<file path="src/rtl/axi_stream_pkg.sv">
// Shared AXI-Stream helpers: slice-width helpers, FSM encodings and the
// round-robin next-index search used by the stream arbiters.
package axi_stream_pkg;

  localparam int MAX_PORTS      = 16;
  localparam int DEFAULT_BYTE_W = 4;
  localparam int DATA_W         = 8 * DEFAULT_BYTE_W;
  localparam int STRB_W         = DEFAULT_BYTE_W;

  localparam logic [0:0] ARB_IDLE   = 1'b0;
  localparam logic [0:0] ARB_LOCKED = 1'b1;

  function automatic int data_width(input int byte_width);
    return 8 * byte_width;
  endfunction

  function automatic int strb_width(input int byte_width);
    return byte_width;
  endfunction

  // Scans last+1, last+2, ... modulo n; walking from the far end toward the
  // near end lets the closest requester overwrite any earlier candidate.
  function automatic int rr_next(input logic [MAX_PORTS-1:0] req,
                                 input int last, input int n,
                                 output logic any);
    int win;
    int cand;
    win = last;
    any = 1'b0;
    for (int k = n; k >= 1; k--) begin
      cand = (last + k) % n;
      if (req[cand[3:0]]) begin
        win = cand;
        any = 1'b1;
      end
    end
    return win;
  endfunction

endpackage

</file>
<file path="src/rtl/rr_priority_select.sv">
// Combinational round-robin selector: picks the first requester after the
// previously granted index, wrapping modulo NUM_PORTS.
module rr_priority_select
  import axi_stream_pkg::*;
#(
  parameter int NUM_PORTS = 4,
  parameter int IDX_W     = $clog2(NUM_PORTS)
) (
  input  logic [NUM_PORTS-1:0] req,
  input  logic [IDX_W-1:0]     last_grant,
  output logic [IDX_W-1:0]     winner,
  output logic                 any_req
);

  logic [MAX_PORTS-1:0] req_ext;
  int                   win_idx;

  always_comb begin
    req_ext                  = '0;
    req_ext[NUM_PORTS-1:0]   = req;
    any_req                  = 1'b0;
    win_idx                  = rr_next(req_ext, int'(last_grant), NUM_PORTS, any_req);
    winner                   = IDX_W'(win_idx);
  end

endmodule

</file>
<file path="src/rtl/axi_stream_rr_arbiter.sv">
// Packet-level round-robin arbiter sharing one AXI-Stream master port between
// NUM_PORTS slave ports; a grant is held from the first beat through TLAST.
module axi_stream_rr_arbiter
  import axi_stream_pkg::*;
#(
  parameter int NUM_PORTS  = 4,
  parameter int BYTE_WIDTH = 4,
  parameter int ID_WIDTH   = 1,
  parameter int DEST_WIDTH = 1,
  parameter int USER_WIDTH = 1
) (
  input  logic                              clk,
  input  logic                              reset,
  input  logic [NUM_PORTS-1:0]              s_tvalid,
  output logic [NUM_PORTS-1:0]              s_tready,
  input  logic [NUM_PORTS*8*BYTE_WIDTH-1:0] s_tdata,
  input  logic [NUM_PORTS*BYTE_WIDTH-1:0]   s_tstrb,
  input  logic [NUM_PORTS*BYTE_WIDTH-1:0]   s_tkeep,
  input  logic [NUM_PORTS-1:0]              s_tlast,
  input  logic [NUM_PORTS*ID_WIDTH-1:0]     s_tid,
  input  logic [NUM_PORTS*DEST_WIDTH-1:0]   s_tdest,
  input  logic [NUM_PORTS*USER_WIDTH-1:0]   s_tuser,
  output logic                              m_tvalid,
  input  logic                              m_tready,
  output logic [8*BYTE_WIDTH-1:0]           m_tdata,
  output logic [BYTE_WIDTH-1:0]             m_tstrb,
  output logic [BYTE_WIDTH-1:0]             m_tkeep,
  output logic                              m_tlast,
  output logic [ID_WIDTH-1:0]               m_tid,
  output logic [DEST_WIDTH-1:0]             m_tdest,
  output logic [USER_WIDTH-1:0]             m_tuser,
  output logic [$clog2(NUM_PORTS)-1:0]      grant,
  output logic                              busy
);

  localparam int IDX_W   = $clog2(NUM_PORTS);
  localparam int TDATA_W = data_width(BYTE_WIDTH);
  localparam int TSTRB_W = strb_width(BYTE_WIDTH);

  logic [0:0]       state;
  logic [IDX_W-1:0] grant_q;
  logic [IDX_W-1:0] winner;
  logic             any_req;
  logic             locked_live;

  rr_priority_select #(
    .NUM_PORTS (NUM_PORTS),
    .IDX_W     (IDX_W)
  ) u_select (
    .req        (s_tvalid),
    .last_grant (grant_q),
    .winner     (winner),
    .any_req    (any_req)
  );

  // Handshakes are gated by reset so nothing moves in the reset cycle even
  // when the registered state is still LOCKED.
  assign locked_live = (state == ARB_LOCKED) && !reset;

  always_comb begin
    m_tvalid = locked_live && s_tvalid[grant_q];
    s_tready = '0;
    if (locked_live) begin
      s_tready[grant_q] = m_tready;
    end
    m_tdata = s_tdata[int'(grant_q)*TDATA_W +: TDATA_W];
    m_tstrb = s_tstrb[int'(grant_q)*TSTRB_W +: TSTRB_W];
    m_tkeep = s_tkeep[int'(grant_q)*TSTRB_W +: TSTRB_W];
    m_tlast = s_tlast[grant_q];
    m_tid   = s_tid[int'(grant_q)*ID_WIDTH +: ID_WIDTH];
    m_tdest = s_tdest[int'(grant_q)*DEST_WIDTH +: DEST_WIDTH];
    m_tuser = s_tuser[int'(grant_q)*USER_WIDTH +: USER_WIDTH];
  end

  // Grant only moves in IDLE, so it can never change under a stalled beat.
  always_ff @(posedge clk) begin
    if (reset) begin
      state   <= ARB_IDLE;
      grant_q <= IDX_W'(NUM_PORTS - 1);
    end else begin
      case (state)
        ARB_IDLE: begin
          if (any_req) begin
            grant_q <= winner;
            state   <= ARB_LOCKED;
          end
        end
        default: begin
          if (m_tvalid && m_tready && m_tlast) begin
            state <= ARB_IDLE;
          end
        end
      endcase
    end
  end

  assign grant = grant_q;
  assign busy  = (state == ARB_LOCKED);

endmodule
</file>
<file path="config.mk">
export PLATFORM = sky130hd
export DESIGN_NAME = axi_stream_rr_arbiter
export DESIGN_NICKNAME = d
export VERILOG_FILES = /design/src/rtl/axi_stream_pkg.sv /design/src/rtl/rr_priority_select.sv /design/src/rtl/axi_stream_rr_arbiter.sv
export SDC_FILE = /design/constraint.sdc
export NUM_CORES = 1
export LEC_CHECK = 0
export BUFFER_PORTS_ARGS = -buffer_cell sky130_fd_sc_hd__buf_2
export CAP_MARGIN = 20
export CORE_AREA = 2 2 90 92
export CTS_CLUSTER_SIZE = 8
export DETAILED_ROUTE_END_ITERATION = 6
export DIE_AREA = 0 0 92 94
export GPL_TIMING_DRIVEN = 0
export SLEW_MARGIN = 20
export SYNTH_ARGS = -nofsm -noshare
export SYNTH_HDL_FRONTEND = slang
export SYNTH_SLANG_ARGS = --single-unit
</file>
<file path="constraint.sdc">
create_clock -name clk -period 2.9 [get_ports clk]
set_input_delay 0.29 -clock clk [delete_from_list [all_inputs] [get_ports clk]]
set_output_delay 0.29 -clock clk [all_outputs]
set_load 0.01 [all_outputs]
</file>
Word level (Yosys, flattened, before mapping):

Cells that the tools add are included.

* flip-flop bits (word level): 3
* output and inout bits: 52

* $add $sub $neg: 4
* magnitude comparators: 6
* shifts and indexed selects: 6
* multiplexer cells: 26
* bitwise operators: 6
* reductions and logical operators: 12

Operators by type and width (number)
* 128-bit by 8-bit indexed part select with 32-bit output: 1
* 16-bit by 5-bit indexed part select with 4-bit output: 2
* 4-bit by 5-bit < comparator with 1-bit output (second input constant): 4
* 1-bit two-way mux: 14
* 1-bit binary-select mux with 3-bit select: 4
* 4-bit by 3-bit indexed part select with 1-bit output: 3
* 2-bit two-way mux: 4
* 2-bit OR reduction: 4
* 1-bit logical AND: 5
* 2-bit by 1-bit adder with 2-bit output (second input constant): 2
* 2-bit adder (second input constant): 2
* 1-bit bitwise AND (first input constant): 4
* 4-bit bitwise AND: 1
* 1-bit binary-select mux with 2-bit select: 2
* 4-bit two-way mux: 1
* 4-bit nonzero test: 1
* 2-bit by 3-bit < comparator with 1-bit output (second input constant): 1
* 3-bit AND reduction: 1
* 1-bit demux with 2-bit select: 1
* 2-bit by 1-bit >= comparator with 1-bit output (second input constant): 1
* 1-bit zero test: 1
* 1-bit inverter: 1

Logic depth before layout (Yosys ltp):

Gate-level depths: netlist of run 1.

* depth in word-level cells: 11
* mapped depth: 8
* depth with buffers taken out: 6

Modules after synthesis:

A second synthesis of run 1 with hierarchy kept.

* cell total of the unflattened synthesis: 89
* area total of the unflattened synthesis: 1392.6 µm²

Modules (own cells, without submodules)
* axi_stream_rr_arbiter: instances 1, cells an instance 75, area each 1310.0 µm², sequential area each 60.1 µm²
* rr_priority_select: instances 1, cells an instance 14, area each 82.6 µm², sequential area each 0.0 µm²

Worst setup path before layout of run 1:

OpenSTA, ideal clock, no wires.

* path type: reg2reg
* start point: reg grant_q[1] (netlist: grant[1])
* end point: reg grant_q[1] (netlist: grant[1])
* arrival time: 2278 ps
* required time: 2778 ps
* path slack: 500 ps
* stages on the path, launching flop included: 9
* path buffers: 2
* cell sequence: dfxtp_1 clkbuf_1 clkbuf_1 inv_1 ha_1 nor2_1 a211oi_1 nor3_1 o32a_1

* longest elaborated chain between the ends: 10
* elaborated cells on any way between the ends: 30

Ends and longest elaborated chain
* start, declared: RTL line axi_stream_rr_arbiter.sv:41 `logic [IDX_W-1:0] grant_q;`
* start signal, assigned: RTL line axi_stream_rr_arbiter.sv:79 `grant_q <= IDX_W'(NUM_PORTS - 1);`
* start signal, assigned: RTL line axi_stream_rr_arbiter.sv:84 `grant_q <= winner;`
* 2-bit by 1-bit adder with 2-bit output: RTL line axi_stream_pkg.sv:31 `cand = (last + k) % n;`
* 2-bit OR reduction (no source line)
* 1-bit bitwise AND (no source line)
* 1-bit binary-select mux with 3-bit select: RTL line axi_stream_pkg.sv:32 `if (req[cand[3:0]]) begin`
* 1-bit two-way mux (not written as such): RTL line axi_stream_pkg.sv:32
* 1-bit two-way mux (4 in series): RTL line axi_stream_pkg.sv:32
* 3-bit AND reduction (no source line)

Parallel ways exist; a longest one is shown, timed or not. The select of a mux whose other input is x is not followed.
A chain may end at the register's enable or synchronous reset.

Worst setup path in the final report of run 1:

* start point: reg grant_q[1] (netlist: grant[1])
* end point: reg grant_q[0] (netlist: grant[0])

Same word-level chain as after synthesis.

==> impl_metrics.env, run 1 <==
export IMPL_outcome="completed"
export IMPL_cts_tree="yes"
export IMPL_postLayoutCellArea_mm2=0.00280
export IMPL_maximum_number_of_pins_on_one_net_before_global_route_repair=11
export IMPL_fmaxAchievable_mhz=399
export IMPL_power_density_mw_per_mm2=580
export IMPL_globalRouteTotalUtil=0.142
export IMPL_slew_violations=0
export IMPL_worst_ep_required_time_ns=3.05
export IMPL_critical_path_max_stage_delay_ns=0.50
export IMPL_detail_route_vias_per_cell=4.66
export IMPL_grt_first_pass_wirelength_um=9870
export IMPL_ios=235
export IMPL_netlist_area_mm2=0.00145
export IMPL_grt_setup_unrepaired="no"
export IMPL_io_buffers=234
export IMPL_cts_hold_buf=0
export IMPL_post_cts_setup_driven_buffer_insertion_count=0
export IMPL_area_of_placed_instances_mm2=0.00275
export IMPL_cts_sink_count=3
export IMPL_synth_ff_latch_count=3
export IMPL_syn_instance_count=101
export IMPL_timing_hold_worst_start="m_tready"
export IMPL_mostFrequentLayoutCells="239 x buf_2, 44 x mux4_2, 8 x nor2_1"
export IMPL_placement_rows=32
export IMPL_h_tree_depth_reported_by_cts=1
export IMPL_final_hold_violation_count=0
export IMPL_cap_violations=0
export IMPL_routed_wirelength_um=6830
export IMPL_critical_path_arrival_ns=2.66
export IMPL_syn_area_per_cell_um2=14.4
export IMPL_grt_pass1_vias=2103
export IMPL_initial_core_util=0.191
export IMPL_critPathKind="flop to flop"
export IMPL_synth_sequential_area_ratio=0.0414
export IMPL_cp_start_kind="flop"
export IMPL_overall_via_count_from_detail_route=2054
export IMPL_worst_pin_slew_ns=0.587
export IMPL_post_dp_hpwl_um=6130
export IMPL_finalSetupViolCount=0
export IMPL_postLayoutSetupSlackWorst_ns=0.391
export IMPL_horizontal_die_dimension_um=92
export IMPL_die_height_um=94
export IMPL_min_period_over_period=0.865
export IMPL_flow_area_growth_from_synthesis_pct=92.8
export IMPL_max_clock_path_buffers=2
export IMPL_syn_num_nets=288
export IMPL_tritoncts_num_buffers=3
export IMPL_ir_drop_v=0.000255
export IMPL_reg2reg_from="grant[1]"
export IMPL_route_detailed_drc=0
export IMPL_detail_route_wl_per_cell_um=15.5
export IMPL_antenna_violations_before_repair=0
export IMPL_crit_path_cells="clkbuf_2 -> clkbuf_2 -> inv_1 -> ha_1 -> mux4_1 -> nor2b_1 -> nor4_1 -> mux2i_1"
export IMPL_clk_latency_ns=0.22
export IMPL_yosysUniqueCellTypes=25
export IMPL_slowest_stage="dfxtp_1"
export IMPL_floorplan_core_area_mm2=0.00761
export IMPL_clk_root_buffer_cell="clkbuf_8"
export IMPL_slew_headroom=0.609
export IMPL_critPathMaxFanout=10
export IMPL_fillCellCount=793
export IMPL_dp_slack_ns=-0.0905
export IMPL_leakagePower_nw=1.48
export IMPL_post_route_cells_drive_above_1_share=0.858
export IMPL_antenna_cells=0
export IMPL_place_congestion=0.717
export IMPL_finalNetCount=527
export IMPL_worstSetupEndpointType="flop"
export IMPL_hp_class="primary input to flop"
export IMPL_firstDrtPassIters=4
export IMPL_yosysWarningCount=0
export IMPL_layout_cells_most_common="buf_2"
export IMPL_startpoint_of_the_most_critical_setup_path="grant[1]"
export IMPL_timing_clock_skew_ns=0.00452
export IMPL_clk_pin_slew_ns=0.03
export IMPL_min_period_ns=2.51
export IMPL_detailedRoute_firstIterationViolations=39
export IMPL_die_area_mm2=0.00865
export IMPL_drtAntennaViolNets=0
export IMPL_gr_total_overflow=0
export IMPL_most_common_cell_type_on_the_critical_path="clkbuf_2"
-- per-stage QoR --
stage	util	total power, mW	TNS (ns)	hold slack [ns]	cells
after floorplan	-	1.02	0	0.446	101
after global placement	0.361	1.50	-0.127	0.619	437
after detailed placement	0.361	1.52	-0.154	0.625	437
after CTS	0.367	1.65	0	0.389	441
after global routing	0.368	1.76	0	0.393	441
final	0.368	1.62	0	0.395	441
-- path summary, 6_finish.rpt --
check,end,slack [ns],cells after the start
min reg2reg,grant[0],0.69,2
max reg2reg,grant[0],0.39,8
max,grant[0],0.39,8
min,busy,0.39,3
-- cell usage after synthesis --
master,instances,area (µm²)
a211oi_1,2,15.0
a21oi_1,1,5.00
a41oi_1,1,8.76
and2_1,4,25.0
and3_4,1,11.3
buf_2,5,25.0
buf_6,1,11.3
clkbuf_1,5,18.8
dfxtp_1,3,60.1
ha_1,4,50.1
inv_1,3,11.3
mux2i_1,2,20.0
mux4_1,3,78.8
mux4_2,44,991
nand2_1,1,3.75
nor2_1,8,30.0
nor2b_1,2,12.5
nor3_1,3,15.0
nor3b_1,1,7.51
nor4_1,1,6.26
o21a_1,2,15.0
o21ai_0,1,5.00
o32a_1,1,10.0
or2_2,1,6.26
or4_1,1,7.51
-- cell families after synthesis --
logic type	after synthesis	synth area share
AO/OA/AOI/OAI	8	0.0405
flip-flops	3	0.0414
adder cells (fa/ha/maj)	4	0.0345
buffers and inverters	14	0.0457
AND/OR/NAND/NOR	23	0.0863
multiplexers	49	0.752
-- cell type report --
class                   count  area (µm²)  share of cell area
flip-flops and latches      3        60.1              0.0215
inverters                   3        11.3             0.00403
repair buffers            234        1170               0.419
clock buffers               4        45.0              0.0161
well taps                 102         128              0.0456
plain buffers              11        57.6              0.0206
multi-input cells          84        1320               0.473
-- worst max-delay path: cells and delay by family (launching register included) --
family        cells  cell delay [ns]
mux               2             0.48
flops             1             0.50
buf+inv           3             0.76
simple gates      2             0.32
fa+ha+maj         1             0.37
-- flip-flops by register name, indices dropped and copies added (netlist names) --
| register | cells |
|---|---|
| grant | 2 |
| busy | 1 |
-- layer usage --
metal  wire length [µm]  vias to the layer above  track usage
met3                602                        5       0.0313
met2               3550                      130        0.256
li1                   -                      938            -
met1               2620                      981        0.173
met4                 53                        0       0.0323
met5                  0                        -            0
-- report_power, final --
| group | total, mW | leakage [nW] | switching (mW) | internal, mW |
|---|---|---|---|---|
| clock network | 0.126 | 0.0228 | 0.0319 | 0.0941 |
| logic | 1.42 | 1.44 | 0.646 | 0.775 |
| registers | 0.0769 | 0.0251 | 0.0229 | 0.0540 |
-- what timing repair did --
action / CTS / global route
resized for setup: 1 / 2
endpoints found under the setup margin: 2 / 2
hold endpoints to repair: 0 / 0
cloned: 0 / 0
Power figures use the tool's default switching activity.
==> inputs of run 2 (changes only) <==
SYNTH_HIERARCHICAL = 1   (was default)
clock period = 3 ns   (was 2.9 ns; I/O delays follow)
==> run 2 against run 1 <==
  * Highest routed layer unchanged
  * Worst hold slack got worse by 0.055 ns
  * Wire length rose by 0.45%
  * Global-route usage rose by 0.45 points
  * Combinational power fell by 59%
  * Core utilization fell by 0.79 points
  * Largest power group unchanged
  * Sequential power fell by 28%
==> impl_metrics.env, run 2 <==
export IMPL_synth_flop_cell="dfxtp_1"
export IMPL_dp_slack_ns=0.975
export IMPL_critPathKind="flop to output pin"
export IMPL_worst_ep_required_time_ns=2.70
export IMPL_place_congestion=0.793
export IMPL_outcome="completed"
export IMPL_final_core_utilization=0.360
export IMPL_route_detailed_drc=0
export IMPL_placement_rows=32
export IMPL_drtAntennaViolNets=0
export IMPL_placedCellCount=425
export IMPL_most_frequent_cell_after_synthesis="mux4_2"
export IMPL_setup_tns_ns=0
export IMPL_r2r_setup_slack_ns=1.49
export IMPL_cts_tree="yes"
export IMPL_postLayoutSetupSlackWorst_ns=0.782
export IMPL_critical_path_arrival_ns=1.92
export IMPL_detail_route_vias_per_cell=4.55
export IMPL_post_cts_setup_driven_buffer_insertion_count=0
export IMPL_ios=235
export IMPL_largest_reg_flops=2
export IMPL_multi_input_area_mm2=0.00120
export IMPL_synth_top_cell_by_area="mux4_2"
export IMPL_detail_route_wl_per_cell_um=16.0
export IMPL_leakagePower_nw=1.47
export IMPL_met3_wirelength_um=673
export IMPL_final_seq_area_um2=60.1
export IMPL_syn_num_nets=272
export IMPL_clk_latency_ns=0.21
export IMPL_cts_hold_buf=0
export IMPL_synth_ff_latch_count=3
export IMPL_tritoncts_num_buffers=3
export IMPL_grt_setup_unrepaired="no"
export IMPL_die_area_mm2=0.00865
export IMPL_antenna_cells=0
export IMPL_yosysUniqueCellTypes=25
export IMPL_clk_root_buffer_cell="clkbuf_8"
export IMPL_yosysWarningCount=6
export IMPL_layout_cells_most_common="buf_2"
export IMPL_topRoutingLayerUsed="met4"
export IMPL_io_buffers=234
export IMPL_detailedRoute_firstIterationViolations=25
export IMPL_overall_via_count_from_detail_route=1953
export IMPL_fmaxAchievable_mhz=451
export IMPL_slew_headroom=0.618
export IMPL_routed_wirelength_um=6860
export IMPL_floorplan_core_area_mm2=0.00761
export IMPL_cap_violations=0
export IMPL_h_tree_depth_reported_by_cts=1
export IMPL_fillCellCount=801
export IMPL_post_layout_nonfiller_instances=429
export IMPL_final_hold_violation_count=0
export IMPL_initial_core_util=0.183
export IMPL_max_clock_path_buffers=2
export IMPL_area_of_placed_instances_mm2=0.00269
export IMPL_firstDrtPassIters=4
export IMPL_grt_first_pass_wirelength_um=10100
export IMPL_grt_pass1_vias=1914
export IMPL_power_density_mw_per_mm2=275
export IMPL_netlist_area_mm2=0.00139
export IMPL_async_reset_ff_frac=0
export IMPL_worst_pin_slew_ns=0.574
export IMPL_maximum_number_of_pins_on_one_net_before_global_route_repair=13
export IMPL_antenna_violations_before_repair=0
export IMPL_finalSetupViolCount=0
export IMPL_synth_top_cells_by_area="mux4_2 63%, mux4_1 11%, buf_12 4.3%"
export IMPL_min_period_ns=2.22
export IMPL_synth_top_area_frac=0.631
export IMPL_slew_violations=0
export IMPL_mostFrequentLayoutCells="238 x buf_2, 39 x mux4_2, 6 x inv_1, 6 x mux4_1"
export IMPL_synth_sequential_area_ratio=0.0431
export IMPL_postLayoutCellArea_mm2=0.00274
export IMPL_die_height_um=94
export IMPL_finalNetCount=511
export IMPL_cts_sink_count=3
export IMPL_ctsResizeCount=0
export IMPL_syn_area_per_cell_um2=15.6
export IMPL_gr_total_overflow=0
export IMPL_worstSetupEndpointType="output pin"
export IMPL_synth_edff_count=0
export IMPL_syn_instance_count=89
export IMPL_post_dp_hpwl_um=6210
export IMPL_ir_drop_v=0.000452
export IMPL_clk_pin_slew_ns=0.03
export IMPL_critPathMaxFanout=12
export IMPL_hp_class="primary input to flop"
export IMPL_detailroute_wirelength_met2_um=3520
export IMPL_flow_area_growth_from_synthesis_pct=96.5
export IMPL_timing_clock_skew_ns=0.000161
export IMPL_synthTopCellsByCount="39 x mux4_2, 6 x inv_1, 6 x mux4_1"
export IMPL_min_period_over_period=0.739
export IMPL_cp_start_kind="flop"
export IMPL_post_route_cells_drive_above_1_share=0.872
export IMPL_globalRouteTotalUtil=0.147
export IMPL_wl_met1_um=2610
export IMPL_horizontal_die_dimension_um=92
==> run 2: metal layers <==
metal,track usage,up-vias
li1,-,901
met1,0.178,928
met2,0.268,118
met3,0.0369,6
met4,0.0199,0
met5,0,-
==> run 2: logic make-up after synthesis <==
family | after synthesis | share of synthesized area
buffers and inverters | 16 | 0.0952
AND/OR/NAND/NOR | 15 | 0.0647
AO/OA/AOI/OAI | 9 | 0.0458
flip-flops | 3 | 0.0431
multiplexers | 46 | 0.751
==> run 2: area by class of cell <==
type,count,area share
multi-input combinational,70,0.439
inverter,6,0.00823
clock buffer,4,0.0165
timing repair buffer,234,0.428
buffer,10,0.0402
tap,102,0.0466
sequential,3,0.0219
==> run 2: path summary, 6_finish.rpt <==
check | cells after the start | startpoint | to
worst min-delay path | 2 | m_tready | busy
worst max register to register | 4 | grant[1] | grant[1]
worst min register to register | 1 | busy | busy
worst max-delay path | 4 | grant[1] | m_tkeep[1]
==> run 2: worst max-delay path, cell delays in order, from the launching register on <==
cell,delay (ns)
dfxtp_1,0.54
buf_2,0.35
buf_2,0.30
mux4_2,0.35
buf_2,0.16
==> run 2: power by group <==
| group | internal (mW) | switching [mW] |
|---|---|---|
| combinational | 0.341 | 0.238 |
| clock | 0.0906 | 0.0265 |
| sequential | 0.0445 | 0.0110 |
==> run 2: per-stage QoR <==
stage / power (mW) / hold WS (ns)
5_1_grt: 0.805 / 0.352
3_3_place_gp: 0.634 / 0.552
3_5_place_dp: 0.643 / 0.560
4_1_cts: 0.764 / 0.338
2_1_floorplan: 0.387 / 0.420
6_report: 0.751 / 0.340
==> inputs of run 3 (changes only) <==
ABC_AREA = 1   (was default)
CORE_AREA = 2 2 92 94   (was 2 2 90 92)
DIE_AREA = 0 0 94 96   (was 0 0 92 94)
clock period = 2.15 ns   (was 3 ns; I/O delays follow)
==> run 3 against run 2 <==
  * Wire length rose by 41%
  * Area after synthesis rose by 15%
  * Core utilization rose by 0.58 points
  * Critical endpoint is now m_tuser
  * Largest cell class unchanged
  * Largest power group unchanged
==> impl_metrics.env, run 3 <==
export IMPL_antenna_violations_before_repair=0
export IMPL_synth_ff_latch_count=3
export IMPL_async_reset_ff_frac=0
export IMPL_antenna_cells=0
export IMPL_r2r_setup_slack_ns=0.49
export IMPL_layout_cells_most_common="buf_2"
export IMPL_critPathKind="flop to output pin"
export IMPL_die_height_um=96
export IMPL_maximum_number_of_pins_on_one_net_before_global_route_repair=11
export IMPL_fmaxAchievable_mhz=495
export IMPL_setup_tns_ns=0
export IMPL_gr_total_overflow=0
export IMPL_flow_area_growth_from_synthesis_pct=84.5
export IMPL_ios=235
export IMPL_place_congestion=0.940
export IMPL_worst_ep_required_time_ns=1.93
export IMPL_crit_path_end="m_tuser"
export IMPL_cp_start_kind="flop"
export IMPL_yosysUniqueCellTypes=20
export IMPL_cap_violations=0
export IMPL_final_core_utilization=0.366
export IMPL_die_area_mm2=0.00902
export IMPL_synth_sequential_area_ratio=0.0376
export IMPL_power_switching_share=0.575
export IMPL_min_period_ns=2.02
export IMPL_detailedRoute_firstIterationViolations=126
export IMPL_most_common_cell_type_on_the_critical_path="buf_2"
export IMPL_reg2regPathDepth=11
export IMPL_syn_num_nets=476
export IMPL_dp_slack_ns=0.284
export IMPL_max_clock_path_buffers=2
export IMPL_grt_pass1_vias=2734
export IMPL_ir_drop_v=0.000397
export IMPL_synthTopCellsByCount="131 x nand3_1, 49 x nand2_1, 43 x a22oi_1"
export IMPL_clk_root_buffer_cell="clkbuf_8"
export IMPL_largest_reg_flops=2
export IMPL_globalRouteTotalUtil=0.185
export IMPL_postLayoutCellArea_mm2=0.00294
export IMPL_initial_core_util=0.198
export IMPL_p_seq_frac=0.041
export IMPL_startpoint_of_the_most_critical_setup_path="grant[0]"
export IMPL_postLayoutSetupSlackWorst_ns=0.128
export IMPL_syn_instance_count=293
export IMPL_outcome="completed"
export IMPL_net_switching_mw=1.76
export IMPL_clk_pin_slew_ns=0.03
export IMPL_post_dp_hpwl_um=8030
export IMPL_regToRegEndpoint="grant[1]"
export IMPL_crit_path_cells="inv_2 -> buf_2 -> buf_2 -> nand3_1 -> nand3_1 -> buf_2"
export IMPL_synth_top_area_frac=0.411
export IMPL_placement_rows=33
export IMPL_critPathMaxFanout=10
export IMPL_synth_flop_cell="dfxtp_1"
export IMPL_cts_tree="yes"
export IMPL_yosysWarningCount=6
export IMPL_post_cts_setup_driven_buffer_insertion_count=0
export IMPL_leakagePower_nw=1.74
export IMPL_synth_edff_count=0
export IMPL_post_route_cells_drive_above_1_share=0.520
export IMPL_route_detailed_drc=0
export IMPL_synth_top_cell_by_area="nand3_1"
export IMPL_syn_area_per_cell_um2=5.44
export IMPL_h_tree_depth_reported_by_cts=1
export IMPL_ctsResizeCount=0
export IMPL_grt_first_pass_wirelength_um=13500
export IMPL_critical_path_arrival_ns=1.81
export IMPL_finalNetCount=715
export IMPL_floorplan_core_area_mm2=0.00805
export IMPL_detail_route_vias_per_cell=5.01
export IMPL_overall_via_count_from_detail_route=3188
export IMPL_clk_latency_ns=0.21
export IMPL_power_density_mw_per_mm2=1040
export IMPL_timing_clock_skew_ns=0.00234
export IMPL_final_hold_violation_count=0
export IMPL_synth_top_cells_by_area="nand3_1 41%, a22oi_1 20%, nand2_1 12%"
export IMPL_slowest_stage="dfxtp_1"
export IMPL_reg2reg_from="grant[0]"
export IMPL_placedCellCount=632
export IMPL_routed_wirelength_um=9660
export IMPL_detail_route_wl_per_cell_um=15.2
export IMPL_post_layout_nonfiller_instances=636
export IMPL_hp_class="primary input to flop"
export IMPL_firstDrtPassIters=4
export IMPL_worstSetupEndpointType="output pin"
export IMPL_most_frequent_cell_after_synthesis="nand3_1"
export IMPL_io_buffers=234
export IMPL_cellInternalPower_mw=1.30
export IMPL_min_period_over_period=0.941
export IMPL_worst_pin_slew_ns=0.372
export IMPL_netlist_area_mm2=0.00160
export IMPL_drtAntennaViolNets=0
export IMPL_slew_violations=0
export IMPL_finalSetupViolCount=0
export IMPL_mostFrequentLayoutCells="258 x buf_2, 131 x nand3_1, 49 x nand2_1"
export IMPL_clkPwrFrac=0.053
export IMPL_cts_sink_count=3
export IMPL_critical_path_max_stage_delay_ns=0.39
export IMPL_area_of_placed_instances_mm2=0.00290
export IMPL_grt_setup_unrepaired="no"
export IMPL_cts_hold_buf=0
export IMPL_tritoncts_num_buffers=3
export IMPL_share_comb_of_total_power=0.906
export IMPL_slew_headroom=0.752
export IMPL_horizontal_die_dimension_um=94
## run 3: cell types whose count changed after synthesis, sizes merged, moves of 2 or more
| cell | delta |
|---|---|
| nor2b | -2 |
| nand3 | +132 |
| inv | +10 |
| a22oi | +43 |
| o21ai | +2 |
| nand4 | +2 |
| buf | +20 |
| mux4 | -45 |
| nor2 | +2 |
| nand2 | +52 |
| nand3b | -3 |
## run 3: area by class of cell
| type | instances | area (µm²) |
|---|---|---|
| multi-input cells | 245 | 1300 |
| fillers | 948 | 5110 |
| well taps | 105 | 131 |
| inverters | 16 | 62.6 |
| flip-flops and latches | 3 | 60.1 |
| clock buffers | 4 | 45.0 |
| repair buffers | 234 | 1170 |
| plain buffers | 29 | 176 |
## run 3: worst min-delay path by stage
stage          start  endpoint  cells past startpoint  slack [ns]
2_1_floorplan  reset  grant[0]                      2        0.37
3_3_place_gp   reset  grant[0]                      3        0.47
3_5_place_dp   reset  grant[0]                      3        0.47
4_1_cts        reset  grant[0]                      3        0.26
5_1_grt        reset  grant[1]                      3        0.28
6_report       reset  grant[0]                      3        0.26
## run 3: power by group through the flow
stage | clock [mW] | sequential (mW) | combinational [mW]
6_report | 0.161 | 0.125 | 2.77
5_1_grt | 0.166 | 0.130 | 3.08
4_1_cts | 0.164 | 0.127 | 2.80
3_5_place_dp | 0 | 0.127 | 2.79
3_3_place_gp | 0 | 0.126 | 2.77
2_1_floorplan | 0 | 0.130 | 1.71
## run 3: logic make-up after synthesis
group	share of synthesized area
AO/OA/AOI/OAI	0.230
flip-flops	0.0376
buffers and inverters	0.150
AND/OR/NAND/NOR	0.583
## run 3: per-layer routing
| layer | wire length (µm) | up-vias | track usage |
|---|---|---|---|
| li1 | - | 1554 | - |
| met1 | 3930 | 1472 | 0.246 |
| met2 | 4820 | 150 | 0.324 |
| met3 | 762 | 12 | 0.0204 |
| met4 | 142 | 0 | 0.0338 |
| met5 | 0 | - | 0 |
## run 3: worst max-delay path, delay by kind of cell, from the launching register on
kind,cells,cell delay (ns)
buf+inv,4,0.91
flops,1,0.39
simple gates,2,0.28
## run 3: per-stage QoR
stage,hold slack (ns),total power [mW]
final,0.257,3.05
after CTS,0.258,3.09
after floorplan,0.373,1.84
after global routing,0.275,3.38
after global placement,0.473,2.90
after detailed placement,0.471,2.92
